--- src/rtl/io_handshake_unit_if.sv ---
// Control-core side of the user I/O handshake: request decode inputs and
// the Moore acknowledge/data outputs returned to the core.
interface io_handshake_unit_if;
  logic        is_input;
  logic        is_output;
  logic [31:0] write_data;
  logic        confirmation;
  logic        continue_button;
  logic        waiting_user;
  logic [31:0] input_value;
  logic [31:0] display_value;

  modport master (
    output is_input,
    output is_output,
    output write_data,
    input  confirmation,
    input  continue_button,
    input  waiting_user,
    input  input_value,
    input  display_value
  );

  modport slave (
    input  is_input,
    input  is_output,
    input  write_data,
    output confirmation,
    output continue_button,
    output waiting_user,
    output input_value,
    output display_value
  );
endinterface

--- src/rtl/io_handshake_unit.sv ---
// Debounces the confirm/continue push buttons and turns each physical press
// into exactly one acknowledge pulse for the stalled INPUT/OUTPUT/PAUSE request.
module io_handshake_unit #(
  parameter int DEBOUNCE_CYCLES = 16,
  parameter int SWITCH_WIDTH    = 16
) (
  input  logic                    clock,
  input  logic                    reset,
  input  logic                    raw_confirm_key,
  input  logic                    raw_continue_key,
  input  logic [SWITCH_WIDTH-1:0] switches,
  io_handshake_unit_if.slave      core
);

  localparam int                CNT_W    = $clog2(DEBOUNCE_CYCLES);
  localparam logic [CNT_W-1:0] CNT_LAST = CNT_W'(DEBOUNCE_CYCLES - 1);

  typedef enum logic [1:0] {
    IDLE,
    WAIT_PRESS,
    ACK,
    WAIT_RELEASE
  } state_t;

  typedef enum logic [1:0] {
    REQ_NONE,
    REQ_INPUT,
    REQ_OUTPUT,
    REQ_PAUSE
  } req_t;

  // Key index 0 is confirm, 1 is continue; internally 1 means "pressed".
  logic [1:0]       raw_pressed;
  logic [1:0]       sync_a;
  logic [1:0]       sync_b;
  logic [1:0]       sync_valid;
  logic [1:0]       level;
  logic [1:0]       seen_release;
  logic [1:0]       press_edge;
  logic [CNT_W-1:0] count [2];

  state_t      state_q;
  state_t      state_d;
  req_t        kind_q;
  req_t        kind_d;
  req_t        req_now;
  logic        capture_input;
  logic        capture_display;
  logic        serve_key;
  logic [31:0] input_value_q;
  logic [31:0] display_value_q;

  assign raw_pressed = {~raw_continue_key, ~raw_confirm_key};

  always_ff @(posedge clock or negedge reset) begin
    if (!reset) begin
      sync_a     <= '0;
      sync_b     <= '0;
      sync_valid <= '0;
    end else begin
      sync_a     <= raw_pressed;
      sync_b     <= sync_a;
      sync_valid <= {sync_valid[0], 1'b1};
    end
  end

  // A key held through reset must be seen released once before its press
  // counts, otherwise the re-debounced level would fake a fresh press.
  always_ff @(posedge clock or negedge reset) begin
    if (!reset) begin
      level        <= '0;
      seen_release <= '0;
      press_edge   <= '0;
      count[0]     <= '0;
      count[1]     <= '0;
    end else begin
      for (int k = 0; k < 2; k++) begin
        press_edge[k] <= 1'b0;
        if (sync_valid[1] && !sync_b[k]) begin
          seen_release[k] <= 1'b1;
        end
        if (sync_b[k] == level[k]) begin
          count[k] <= '0;
        end else if (count[k] == CNT_LAST) begin
          count[k]      <= '0;
          level[k]      <= sync_b[k];
          press_edge[k] <= sync_b[k] & seen_release[k];
        end else begin
          count[k] <= count[k] + 1'b1;
        end
      end
    end
  end

  always_comb begin
    req_now = REQ_NONE;
    if (core.is_input && core.is_output) begin
      req_now = REQ_PAUSE;
    end else if (core.is_input) begin
      req_now = REQ_INPUT;
    end else if (core.is_output) begin
      req_now = REQ_OUTPUT;
    end
  end

  assign serve_key = (kind_q == REQ_PAUSE);

  always_ff @(posedge clock or negedge reset) begin
    if (!reset) begin
      state_q <= IDLE;
      kind_q  <= REQ_NONE;
    end else begin
      state_q <= state_d;
      kind_q  <= kind_d;
    end
  end

  always_comb begin
    state_d         = state_q;
    kind_d          = kind_q;
    capture_input   = 1'b0;
    capture_display = 1'b0;
    case (state_q)
      IDLE: begin
        if (req_now != REQ_NONE) begin
          state_d         = WAIT_PRESS;
          kind_d          = req_now;
          capture_display = (req_now == REQ_OUTPUT);
        end
      end
      WAIT_PRESS: begin
        if (req_now != kind_q) begin
          state_d = IDLE;
        end else if (press_edge[serve_key]) begin
          state_d       = ACK;
          capture_input = (kind_q == REQ_INPUT);
        end
      end
      ACK: begin
        state_d = WAIT_RELEASE;
      end
      WAIT_RELEASE: begin
        if (!level[serve_key]) begin
          state_d = IDLE;
        end
      end
      default: begin
        state_d = IDLE;
      end
    endcase
  end

  always_ff @(posedge clock or negedge reset) begin
    if (!reset) begin
      input_value_q   <= '0;
      display_value_q <= '0;
    end else begin
      if (capture_input) begin
        input_value_q <= 32'(switches);
      end
      if (capture_display) begin
        display_value_q <= core.write_data;
      end
    end
  end

  assign core.confirmation    = (state_q == ACK) && (kind_q != REQ_PAUSE);
  assign core.continue_button = (state_q == ACK) && (kind_q == REQ_PAUSE);
  assign core.waiting_user    = (state_q == WAIT_PRESS);
  assign core.input_value     = input_value_q;
  assign core.display_value   = display_value_q;

endmodule

--- src/flat_wrapper.sv ---
// flat-port wrapper written by rule: the top's interface ports become plain ports
module io_handshake_unit_flat 
#(
  parameter int DEBOUNCE_CYCLES = 16,
  parameter int SWITCH_WIDTH    = 16
)
  (clock, reset, raw_confirm_key, raw_continue_key, switches, core_is_input, core_is_output, core_write_data, core_confirmation, core_continue_button, core_waiting_user, core_input_value, core_display_value);
  io_handshake_unit_if core_i ();
  input  logic clock;
  input  logic reset;
  input  logic raw_confirm_key;
  input  logic raw_continue_key;
  input  logic [SWITCH_WIDTH-1:0] switches;
  input wire logic [$bits(core_i.is_input)-1:0] core_is_input;
  input wire logic [$bits(core_i.is_output)-1:0] core_is_output;
  input wire logic [$bits(core_i.write_data)-1:0] core_write_data;
  output wire logic [$bits(core_i.confirmation)-1:0] core_confirmation;
  output wire logic [$bits(core_i.continue_button)-1:0] core_continue_button;
  output wire logic [$bits(core_i.waiting_user)-1:0] core_waiting_user;
  output wire logic [$bits(core_i.input_value)-1:0] core_input_value;
  output wire logic [$bits(core_i.display_value)-1:0] core_display_value;
  assign core_i.is_input = core_is_input;
  assign core_i.is_output = core_is_output;
  assign core_i.write_data = core_write_data;
  assign core_confirmation = core_i.confirmation;
  assign core_continue_button = core_i.continue_button;
  assign core_waiting_user = core_i.waiting_user;
  assign core_input_value = core_i.input_value;
  assign core_display_value = core_i.display_value;
  io_handshake_unit #(.DEBOUNCE_CYCLES(DEBOUNCE_CYCLES), .SWITCH_WIDTH(SWITCH_WIDTH)) u_core (.clock(clock), .reset(reset), .raw_confirm_key(raw_confirm_key), .raw_continue_key(raw_continue_key), .switches(switches), .core(core_i));
endmodule
--- config.mk ---
export PLATFORM = sky130hd
export DESIGN_NAME = io_handshake_unit_flat
export DESIGN_NICKNAME = d
export VERILOG_FILES = /design/src/rtl/io_handshake_unit_if.sv /design/src/rtl/io_handshake_unit.sv /design/src/flat_wrapper.sv
export SDC_FILE = /design/constraint.sdc
export NUM_CORES = 1
export LEC_CHECK = 0
export ABC_AREA = 1
export BUFFER_PORTS_ARGS = -buffer_cell sky130_fd_sc_hd__clkbuf_2
export CORE_AREA = 2 2 88 73
export CTS_BUF_LIST = sky130_fd_sc_hd__clkbuf_4
export DETAILED_ROUTE_END_ITERATION = 12
export DIE_AREA = 0 0 90 75
export PLACE_DENSITY = 0.85
export RECOVER_POWER = 100
export REMOVE_ABC_BUFFERS = 1
export SLEW_MARGIN = 10
export SYNTH_ARGS = -nofsm -noshare
export SYNTH_HDL_FRONTEND = slang
export SYNTH_SLANG_ARGS = --single-unit
--- constraint.sdc ---
create_clock -name clock -period 3.4 [get_ports clock]
set_clock_uncertainty 0.05 [all_clocks]
set_input_delay 0.17 -clock clock [delete_from_list [all_inputs] [get_ports clock]]
set_output_delay 0.17 -clock clock [all_outputs]
set_load 0.03 [all_outputs]
# ---- Word level (Yosys, flattened, before mapping)
# Cells that the tools add are included.
dict set report op_classes {
  n_addsub 2
  n_lt_le_gt_ge 1
  n_eq_ne 15
  n_mux 25
  bitwise_logic 6
  reduce_logical 13
}
# operator n
set ops {}
lappend ops {{$mux 4} 4}
lappend ops {{$mux 2} 7}
lappend ops {{$mux 1} 13}
lappend ops {{$add 4x1->4 const B} 2}
lappend ops {{$eq 2x2->1 const B} 4}
lappend ops {{$eq 4x4->1 const B} 2}
lappend ops {{$pmux 2 s4} 1}
lappend ops {{$reduce_and 2->1} 3}
lappend ops {{$logic_and 1x1->1} 5}
lappend ops {{$eq 2x1->1 const B} 2}
lappend ops {{$ne 2x2->1 const B} 2}
lappend ops {{$not 1->1} 4}
lappend ops {{$ne 3x1->1 const B} 1}
lappend ops {{$reduce_and 3->1} 1}
lappend ops {{$and 1x1->1} 2}
lappend ops {{$eq 1x1->1} 2}
lappend ops {{$logic_not 1->1} 2}
lappend ops {{$logic_not 2->1} 1}
lappend ops {{$lt 1x2->1 const B} 1}
lappend ops {{$ne 2x1->1 const B} 1}
lappend ops {{$ne 2x2->1} 1}
lappend ops {{$reduce_bool 2->1} 1}
dict set report totals {
  ff_bits 72
  inputBits 54
  output_inout_bits 67
  elab_cells 76
}

# ---- Longest topological paths before layout
# Gate-level depths: netlist of the first run.
dict set report logic_depth {
  word_depth 6
  ltp_mapped 8
  depth_no_buf 8
}

# ---- Worst setup path after synthesis of the first run
# OpenSTA, ideal clock, no wires.
dict set report synth_timing {
  path_kind {register -> register}
  from {register u_core.state_q[0]}
  to {register u_core.input_value_q[12], in the netlist u_core.core.input_value[12]}
  arrival_time_ns 1.348
  t_required_ns 3.232
  slack_ns 1.884
  stages_incl_launch_ff 9
  n_path_buf 2
  cell_sequence {dfrtp_1 inv_2 nor2_4 nand3_2 or2_1 buf_6 buf_6 nand2_2 o21ai_2}
}
dict set report synth_between {
  elab_chain_len 2
}
# item line_no
set synth_lines {}
lappend synth_lines {{start, declared} io_handshake_unit.sv:42} ;# state_t state_q;
lappend synth_lines {{start signal, assigned} io_handshake_unit.sv:113} ;# state_q <= state_d;
lappend synth_lines {{$eq 2x1->1} n/a}
lappend synth_lines {{net core_waiting_user} flat_wrapper.sv:19} ;# output wire logic [$bits(core_i.waiting_user)-1:0] core_waiting_user;
lappend synth_lines {{$mux 1} io_handshake_unit.sv:123} ;# case (state_q)
lappend synth_lines {{end signal, assigned} io_handshake_unit.sv:159} ;# input_value_q <= 32'(switches);
lappend synth_lines {{end, declared} io_handshake_unit.sv:50} ;# logic [31:0] input_value_q;
# The timed path passes the listed nets, and every way through them passes these cells.
# A chain may end at the register's enable or synchronous reset.

# ---- Final worst setup path of the first run
dict set report layout_timing {
  from {register u_core.kind_q[0]}
  to {output core_continue_button}
}
dict set report layout_between {
  elab_chain_len 2
}
# item line_no
set layout_lines {}
lappend layout_lines {{start, declared} io_handshake_unit.sv:44} ;# req_t kind_q;
lappend layout_lines {{start signal, assigned} io_handshake_unit.sv:114} ;# kind_q <= kind_d;
lappend layout_lines {{$eq 2x2->1} io_handshake_unit.sv:168} ;# assign core.continue_button = (state_q == ACK) && (kind_q == REQ_PAUSE);
lappend layout_lines {{$logic_and 1x1->1} io_handshake_unit.sv:168}
lappend layout_lines {{end, declared} flat_wrapper.sv:18} ;# output wire logic [$bits(core_i.continue_button)-1:0] core_continue_button;
# Every way passes these cells.

==> results of run 1 <==
## layer usage
layer | track usage (%) | up-vias | wire (µm)
met5 | 0 | - | 0
met4 | 5.64 | 0 | 72
met3 | 7.31 | 9 | 402
met2 | 38.9 | 87 | 3510
met1 | 22.4 | 1090 | 2490
li1 | - | 1134 | -
## placed cells by master, fill, tap and decap left out, types with 7 or more instances in the layout
cell type       n
dfrtp_1        72
clkbuf_1       52
nand3_1         8
o21ai_0        11
clkbuf_2       52
clkbuf_4       11
inv_1          37
nor2_1         13
dlygate4sd3_1  51
conb_1         17
nand2_1        37
o21ai_2         7
mux2_2         32
## worst paths after layout
path / depth (start not counted) / slack, ns / endpoint
max in group asynchronous: 3 / 1.87 / u_core.level[1]$_DFFE_PN0P_
min in group asynchronous: 2 / 0.46 / u_core.core.input_value[1]$_DFFE_PN0P_
worst min-delay path: 3 / 0.07 / u_core.kind_q[1]$_DFFE_PN0P_
worst max-delay path: 3 / 1.63 / core_continue_button
worst min register to register: 0 / 0.32 / u_core.sync_valid[1]$_DFF_PN0_
worst max register to register: 7 / 1.68 / u_core.core.input_value[3]$_DFFE_PN0P_
## stage by stage
stage | setup slack (ns) | total power [mW] | hold slack (ns) | utilization [%]
2_1_floorplan | 1.55 | 2.00 | -0.176 | -
3_3_place_gp | 1.87 | 2.31 | 0.0988 | 61.7
3_5_place_dp | 1.82 | 2.35 | 0.108 | 61.7
4_1_cts | 1.73 | 2.98 | 0.0453 | 73.2
5_1_grt | 1.50 | 3.06 | 0.0657 | 71.1
6_report | 1.63 | 2.90 | 0.0674 | 71.1
## worst min-delay path: cells and delay by family
kind	cells	cell delay, ns
buffers and inverters	2	0.20
AO/OA/AOI/OAI	1	0.10
## power breakdown
part	switching, mW	leakage (nW)	internal (mW)
combinational	0.733	1.10	0.362
clock	0.272	0.0836	0.309
sequential	0.145	0.901	1.08
total	1.15	2.08	1.75
## kinds of logic (layout without fill, tap and decap cells)
| family | Yosys count | after routing | share of synthesized area [%] |
|---|---|---|---|
| AOI/OAI and AO/OA | 22 | 22 | 5.68 |
| and+or+nand+nor | 68 | 68 | 10.3 |
| buffers and inverters | 60 | 212 | 10.4 |
| adders and majority gates | 2 | 2 | 0.817 |
| other | 2 | 17 | 0.245 |
| muxes | 32 | 32 | 11.8 |
| xor gates and xnor gates | 7 | 7 | 2.00 |
| DFF | 72 | 72 | 58.8 |
## final cells by class
class | instances | area [µm²] | area share (%)
clock buffer | 11 | 82.6 | 2.00
sequential | 72 | 1800 | 43.5
clock inverter | 5 | 71.3 | 1.72
multi-input combinational | 148 | 946 | 22.9
tap | 81 | 101 | 2.45
timing repair buffer | 159 | 996 | 24.1
inverter | 37 | 139 | 3.36
## registers in the layout, indices dropped and copies added (netlist names), named ones only
register	count
u_core.press_edge	2
u_core.sync_b	2
u_core.core.input_value	16
u_core.seen_release	2
u_core.sync_a	2
u_core.sync_valid	2
u_core.kind_q	2
u_core.core.display_value	32
u_core.level	2
u_core.state_q	1
u_core.count	8
## repair_timing
action                                 CTS  global route
hold buffers                            51             0
setup endpoints to repair                0             0
endpoints found under the hold margin   70             0
==> flow_summary.json, run 1 <==
{
  "tns_ns": 0,
  "overflow": 0,
  "area_growth_pct": 35.0,
  "synth_area_um2": 3060,
  "synth_common_cells": "dfrtp_1, inv_1, nand2_1",
  "fillers": 477,
  "io_pins": 121,
  "powerDensity_nw_per_um2": 701,
  "yosysMostFrequentCell": "dfrtp_1",
  "finalCritPeriodShare_pct": 52.1,
  "cp-end-kind": "output port",
  "ant_nets": 0,
  "drc": 0,
  "antenna_found_initial": 0,
  "synth_edf_count": 0,
  "wl_per_cell_um": 12.6,
  "path_buf_inv": 1,
  "post_cts.repair.setup_buffers": 0,
  "finalWirelength_um": 6470,
  "path_cells": "nand2_1, nor3_1, clkbuf_1",
  "synth_top_area_share_pct": 58.8,
  "max_cap_viol_count": 0,
  "die_area_um2": 6750,
  "fmax_ghz": 0.565,
  "min_period_ns": 1.77,
  "start_kind": "flop",
  "grt_pass1_vias": 2405,
  "grt_pass1_wl_um": 10700,
  "min_from": "core_is_output",
  "power.leakage_nw": 2.08,
  "final_nets": 483,
  "crit_family": "flip-flops",
  "io_buffers": 104,
  "clock_latency_ns": 0.40,
  "yosys.area.top_type": "dfrtp_1",
  "worstPathMaxFanout": 7,
  "finalHoldViolCount": 0,
  "rows": 25,
  "crit_type": "reg -> out",
  "n_antenna_cell": 0,
  "postPlaceCellArea_um2": 3590,
  "slew_violations": 0,
  "maxSlewHeadroom_pct": 22.5,
  "grt_use_total_pct": 20.5,
  "hp-class": "in -> reg",
  "fin_cells": 513,
  "gp_congestion": 0.851,
  "postCtsResizedCells": 0,
  "cts_tree": "yes",
  "cts_max_level": 3,
  "r2r-start": "u_core.state_q[0]$_DFFE_PN0P_",
  "synthTopCellsByArea": "dfrtp_1, mux2_2, o21ai_2, inv_1, nand2_1",
  "worstSetupStartpoint": "u_core.kind_q[0]$_DFFE_PN0P_",
  "worst_pin_slew_ns": 1.16,
  "syn_area_per_cell_um2": 11.6,
  "drive_above_1_share_pct": 25.5,
  "fin_area_um2": 4140,
  "async_reset_ff_share_pct": 100,
  "cts_buffer_depth": 2,
  "grt_max_degree": 33,
  "numCtsBuffers": 9,
  "num_vias": 2320,
  "yosys_warnings": 0,
  "worst_path_max_delay_cell": "dfrtp_1",
  "coreArea_um2": 5820,
  "drt_iter0_drc": 73,
  "dp_hpwl_um": 3980,
  "postSynthCellCount": 265,
  "start_util_pct": 52.7,
  "synthFlopType": "dfrtp_1",
  "status": "finished, final reports clean",
  "dp_cells": 446,
  "rsz0062_at_grt": "false",
  "die_w_um": 90,
  "ir_worst_vdd_mv": 0.482,
  "dr.pass1.iters": 4,
  "yosysSeqAreaShare_pct": 58.8,
  "dieHeight_um": 75,
  "path_clk_slew_ns": 0.11,
  "clock-root-buffer": "clkbuf_4",
  "crit_required_ns": 3.18,
  "finalSetupViolations": 0,
  "cp.arrival_ns": 1.55,
  "clock-sinks": 72,
  "viasPerCell": 4.52,
  "max_stage_delay_ns": 0.48,
  "synth_seq_cells": 72,
  "synth.distinct_cells": 29
}
(Power assumes the default switching activity.)
==> run 2, diff against run 1 <==
CORE_AREA = 2 2 96 79   (was 2 2 88 73)
DIE_AREA = 0 0 98 81   (was 0 0 90 75)
PLACE_DENSITY = 0.76   (was 0.85)
clock period = 1.5 ns   (was 3.4 ns; I/O delays follow)
==> run 2 against run 1 <==
Effect of this change: global-route usage fell by 4.1 points; routed wire length rose by 3.2%; final area rose by 5.0%; non-clock buffer count rose by 6.
==> flow_summary.json, run 2 (synthesis results as in run 1) <==
{
  "fmax_ghz": 0.692,
  "worst_pin_slew_ns": 0.954,
  "drt_iter0_drc": 122,
  "path_cells": "inv_1, nand4_2, buf_12, mux2_2",
  "grtUsageMet1_pct": 19.3,
  "antenna_found_initial": 0,
  "n_antenna_cell": 0,
  "comb_power_share_pct": 40.7,
  "numCtsBuffers": 9,
  "dieHeight_um": 81,
  "ant_nets": 0,
  "start_kind": "flop",
  "viasPerCell": 4.53,
  "worstReg2RegEnd": "u_core.core.display_value[18]$_DFFE_PN0P_",
  "utilization_pct": 61.1,
  "max_cap_viol_count": 0,
  "p_sw_mw": 2.78,
  "finalSetupViolations": 0,
  "overflow": 0,
  "final_cell_mix": "dfrtp_1, clkbuf_2, dlygate4sd3_1",
  "cp.arrival_ns": 1.68,
  "max_stage_delay_ns": 0.44,
  "min_from": "core_is_input",
  "whs_ns": 0.0820,
  "path_buf_inv": 2,
  "largest_register_ffs": 32,
  "p_clk_share_pct": 17.9,
  "status": "finished, final reports clean",
  "ir_worst_vdd_mv": 1.14,
  "clock-root-buffer": "clkbuf_4",
  "dr.pass1.iters": 4,
  "finalCritPeriodShare_pct": 96.3,
  "cts_buffer_depth": 2,
  "final_nets": 489,
  "coreArea_um2": 7110,
  "worstPathMaxFanout": 33,
  "grt_use_total_pct": 16.4,
  "min_period_ns": 1.45,
  "use_met2_pct": 28.8,
  "grt-busiest-layer": "met2",
  "powerDensity_nw_per_um2": 1550,
  "io_buffers": 104,
  "postPlaceCellArea_um2": 3650,
  "crit_required_ns": 1.73,
  "finalHoldViolCount": 0,
  "fin_area_um2": 4350,
  "grt_pass1_vias": 2282,
  "power.leakage_nw": 2.18,
  "gp_congestion": 0.795,
  "drc": 0,
  "hp-class": "in -> reg",
  "intPower_mw": 3.93,
  "swShare_pct": 41.4,
  "met3_usage_pct": 3.79,
  "clock_latency_ns": 0.40,
  "cp-end-kind": "flop",
  "crit_family": "flip-flops",
  "maxSlewHeadroom_pct": 36.4,
  "slew_violations": 0,
  "dp_hpwl_um": 4010,
  "worst_path_max_delay_cell": "dfrtp_2",
  "finalWirelength_um": 6680,
  "final_common_cell": "dfrtp_1",
  "reg2reg_slack_ns": 0.05,
  "tns_ns": 0,
  "fin_total_pwr_mw": 6.72,
  "die_area_um2": 7940,
  "grt_max_degree": 73,
  "start_util_pct": 43.1,
  "drive_above_1_share_pct": 34.0,
  "whs_path_depth": 6,
  "rows": 28,
  "clock-sinks": 72,
  "num_vias": 2394,
  "cts_tree": "yes",
  "crit_type": "reg -> reg",
  "cts_max_level": 3,
  "worstRegToRegCells": 4,
  "grt_pass1_wl_um": 10200,
  "path_clk_slew_ns": 0.11,
  "pwr-share-seq_pct": 41.4,
  "io_pins": 121,
  "die_w_um": 98,
  "area_growth_pct": 41.8,
  "wl_per_cell_um": 12.7
}
==> run 2: cell types whose count changed in the layout (fill, tap and decap cells not counted), sizes merged <==
cell,previous run,this run
buf,4,9
bufinv,2,1
inv,37,38
clkinvlp,0,2
dlygate4sd3,51,52
clkbuf,115,113
==> run 2: cell type report <==
cell class	instances	area, µm²
clock buffer	9	67.6
clock inverter	7	71.3
timing repair buffer	165	1120
fill	602	2770
sequential	72	1810
tap	90	113
inverter	37	139
multi-input combinational	148	1030
==> run 2: worst max path at each step <==
stage	slack, ns	start	depth (start not counted)	endpoint
2_1_floorplan	-0.35	u_core.state_q[0]$_DFFE_PN0P_	6	u_core.core.input_value[0]$_DFFE_PN0P_
3_3_place_gp	0.12	flop	4	u_core.core.display_value[1]$_DFFE_PN0P_
3_5_place_dp	0.07	u_core.kind_q[0]$_DFFE_PN0P_	7	u_core.core.input_value[5]$_DFFE_PN0P_
4_1_cts	0.004	u_core.state_q[0]$_DFFE_PN0P_	3	core_continue_button
5_1_grt	-0.007	flop	3	core_continue_button
6_report	0.05	flop	4	u_core.core.display_value[18]$_DFFE_PN0P_
==> run 2: power groups by stage <==
| stage | clock [mW] | sequential, mW | combinational, mW |
|---|---|---|---|
| floorplan | 0 | 3.65 | 0.894 |
| global placement | 0 | 2.73 | 2.57 |
| detailed placement | 0 | 2.77 | 2.63 |
| CTS | 1.25 | 2.76 | 2.73 |
| global route | 1.35 | 2.85 | 2.92 |
| finish | 1.20 | 2.78 | 2.73 |
==> run 2: per-layer routing <==
| metal | routed length, µm | part of all wire (%) |
|---|---|---|
| met5 | 0 | 0 |
| met1 | 2680 | 40 |
| met3 | 359 | 5.4 |
| met4 | 93 | 1.4 |
| met2 | 3550 | 53 |
==> run 2: what timing repair did <==
| action | in CTS | in global routing |
|---|---|---|
| setup endpoints to repair | 2 | 16 |
| hold endpoints to repair | 123 | 0 |
| setup buffers | 0 | 4 |
| gates cloned | 0 | 1 |
| hold buffers | 52 | 0 |
| pin swaps | 0 | 2 |
| resized for setup | 10 | 7 |
==> run 2: metrics by stage <==
| step | setup WS, ns | instances |
|---|---|---|
| 6_report | 0.0548 | 528 |
| 5_1_grt | -0.00665 | 528 |
| 4_1_cts | 0.00383 | 523 |
| 3_5_place_dp | 0.0652 | 456 |
| 3_3_place_gp | 0.115 | 456 |
| 2_1_floorplan | -0.347 | 257 |
==> run 2: worst reg2reg max path: cells and delay by family, from the launching register on <==
family	cells	cell delay (ns)
buffers and inverters	2	0.33
flip-flops	1	0.44
multiplexers	1	0.40
AND/OR/NAND/NOR	1	0.13
==> run 3, diff against run 2 <==
CELL_PAD_IN_SITES_DETAIL_PLACEMENT = 0   (was default)
CELL_PAD_IN_SITES_GLOBAL_PLACEMENT = 1   (was default)
CORE_AREA = 2 2 110 90   (was 2 2 96 79)
DIE_AREA = 0 0 112 92   (was 0 0 98 81)
==> run 3 against run 2 <==
Effect of this change: critical path depth unchanged; final area down 0.89%; largest cell class unchanged; register-to-register slack about the same; flip-flop and latch count unchanged; critical path type unchanged; global-route usage down 3.5 points; largest power group unchanged; utilization down 15 points; count of clock-buffer cells in the layout unchanged; combinational power down 3%.
==> flow_summary.json, run 3 (synthesis results as in run 1) <==
{
  "start_util_pct": 32.7,
  "maxSlewHeadroom_pct": 51.3,
  "path_clk_slew_ns": 0.11,
  "clock-root-buffer": "clkbuf_4",
  "largest_register_ffs": 32,
  "dp_cells": 485,
  "status": "finished, final reports clean",
  "fmax_ghz": 0.698,
  "min_period_ns": 1.43,
  "n_antenna_cell": 0,
  "worst_pin_slew_ns": 0.730,
  "finalSetupViolations": 0,
  "clock-sinks": 72,
  "final_common_cell": "dfrtp_1",
  "dieHeight_um": 92,
  "wl_per_cell_um": 11.2,
  "drt_iter0_drc": 54,
  "drive_above_1_share_pct": 30.2,
  "worstRegToRegCells": 4,
  "grt_pass1_wl_um": 10700,
  "numCtsBuffers": 9,
  "fillers": 925,
  "die_area_um2": 10300,
  "grt_pass1_vias": 2337,
  "final_nets": 488,
  "antenna_found_initial": 0,
  "grt_max_degree": 43,
  "coreArea_um2": 9370,
  "rsz0062_at_grt": "false",
  "max_cap_viol_count": 0,
  "hp-class": "in -> reg",
  "power.leakage_nw": 2.14,
  "drc": 0,
  "slew_violations": 0,
  "clock_latency_ns": 0.39,
  "io_pins": 121,
  "crit_type": "reg -> reg",
  "dr.pass1.iters": 4,
  "crit_required_ns": 1.74,
  "gp_congestion": 0.822,
  "num_vias": 2297,
  "finalCritPeriodShare_pct": 95.6,
  "cp.arrival_ns": 1.67,
  "powerDensity_nw_per_um2": 1520,
  "dp_hpwl_um": 4160,
  "cp-end-kind": "flop",
  "finalWirelength_um": 6230,
  "finalHoldViolCount": 0,
  "cts_tree": "yes",
  "cts_buffer_depth": 2,
  "worstPathMaxFanout": 33,
  "fin_cells": 556,
  "die_w_um": 112,
  "area_growth_pct": 40.5,
  "cts_max_level": 3,
  "ir_worst_vdd_mv": 0.805,
  "ant_nets": 0,
  "rows": 32,
  "utilization_pct": 46.0,
  "fin_total_pwr_mw": 6.54,
  "whs_path_depth": 5,
  "start_kind": "flop",
  "grt_use_total_pct": 12.9,
  "io_buffers": 104,
  "overflow": 0,
  "viasPerCell": 4.13,
  "final_cell_mix": "dfrtp_1, clkbuf_2, dlygate4sd3_1"
}
[run 3: path summary, 6_finish.rpt]
path                                                 from                                  endpoint  slack [ns]
max                                                  flop  u_core.core.display_value[9]$_DFFE_PN0P_        0.07
max in group asynchronous                           reset  u_core.core.display_value[9]$_DFFE_PN0P_        0.53
max reg2reg                                          flop  u_core.core.display_value[9]$_DFFE_PN0P_        0.07
min                                         core_is_input             u_core.state_q[0]$_DFFE_PN0P_        0.07
min in group asynchronous                           reset             u_core.state_q[0]$_DFFE_PN0P_        0.19
min reg2reg                u_core.sync_valid[0]$_DFF_PN0_            u_core.sync_valid[1]$_DFF_PN0_        0.31
[run 3: cell type report]
cell class | count | area [µm²] | area share (%)
clock inverters | 7 | 62.6 | 1.45
repair buffers | 164 | 1090 | 25.3
flip-flops and latches | 72 | 1800 | 41.9
well taps | 119 | 149 | 3.46
multi-input cells | 148 | 993 | 23.1
clock buffers | 9 | 67.6 | 1.57
inverters | 37 | 139 | 3.22
[run 3: power breakdown]
part	switching (mW)	internal (mW)	leakage (nW)
registers	0.287	2.45	0.898
logic	1.73	0.928	1.18
clock network	0.653	0.491	0.0668
[run 3: layer usage]
layer	global-route usage [%]	wire (µm)	vias to the layer above
li1	-	-	1134
met1	15.3	2640	1087
met2	22.7	3220	70
met3	4.49	322	6
met4	2.74	51	0
met5	0	0	-
[run 3: worst max-delay path, stage by stage (launching register included)]
cell and delay (ns):
dfrtp_2 0.42, inv_1 0.10, nand4_1 0.15, buf_12 0.22, mux2_2 0.36
[run 3: what timing repair did]
item,in CTS,in global routing
setup endpoints to repair,2,8
resized for setup,2,10
hold buffers,52,0
endpoints found under the hold margin,123,0
setup buffers,3,0
pin swaps,0,1
[run 3: metrics by stage]
step	area, µm²	hold slack (ns)	setup slack [ns]	setup TNS, ns
floorplan	2940	-0.271	-0.347	-15.02
detailed placement	3680	0.0361	0.0789	0
CTS	4360	0.0543	-0.00785	-0.00785
global placement	3680	0.0355	0.110	0
global route	4310	0.0954	0.00339	0
finish	4310	0.0715	0.0665	0
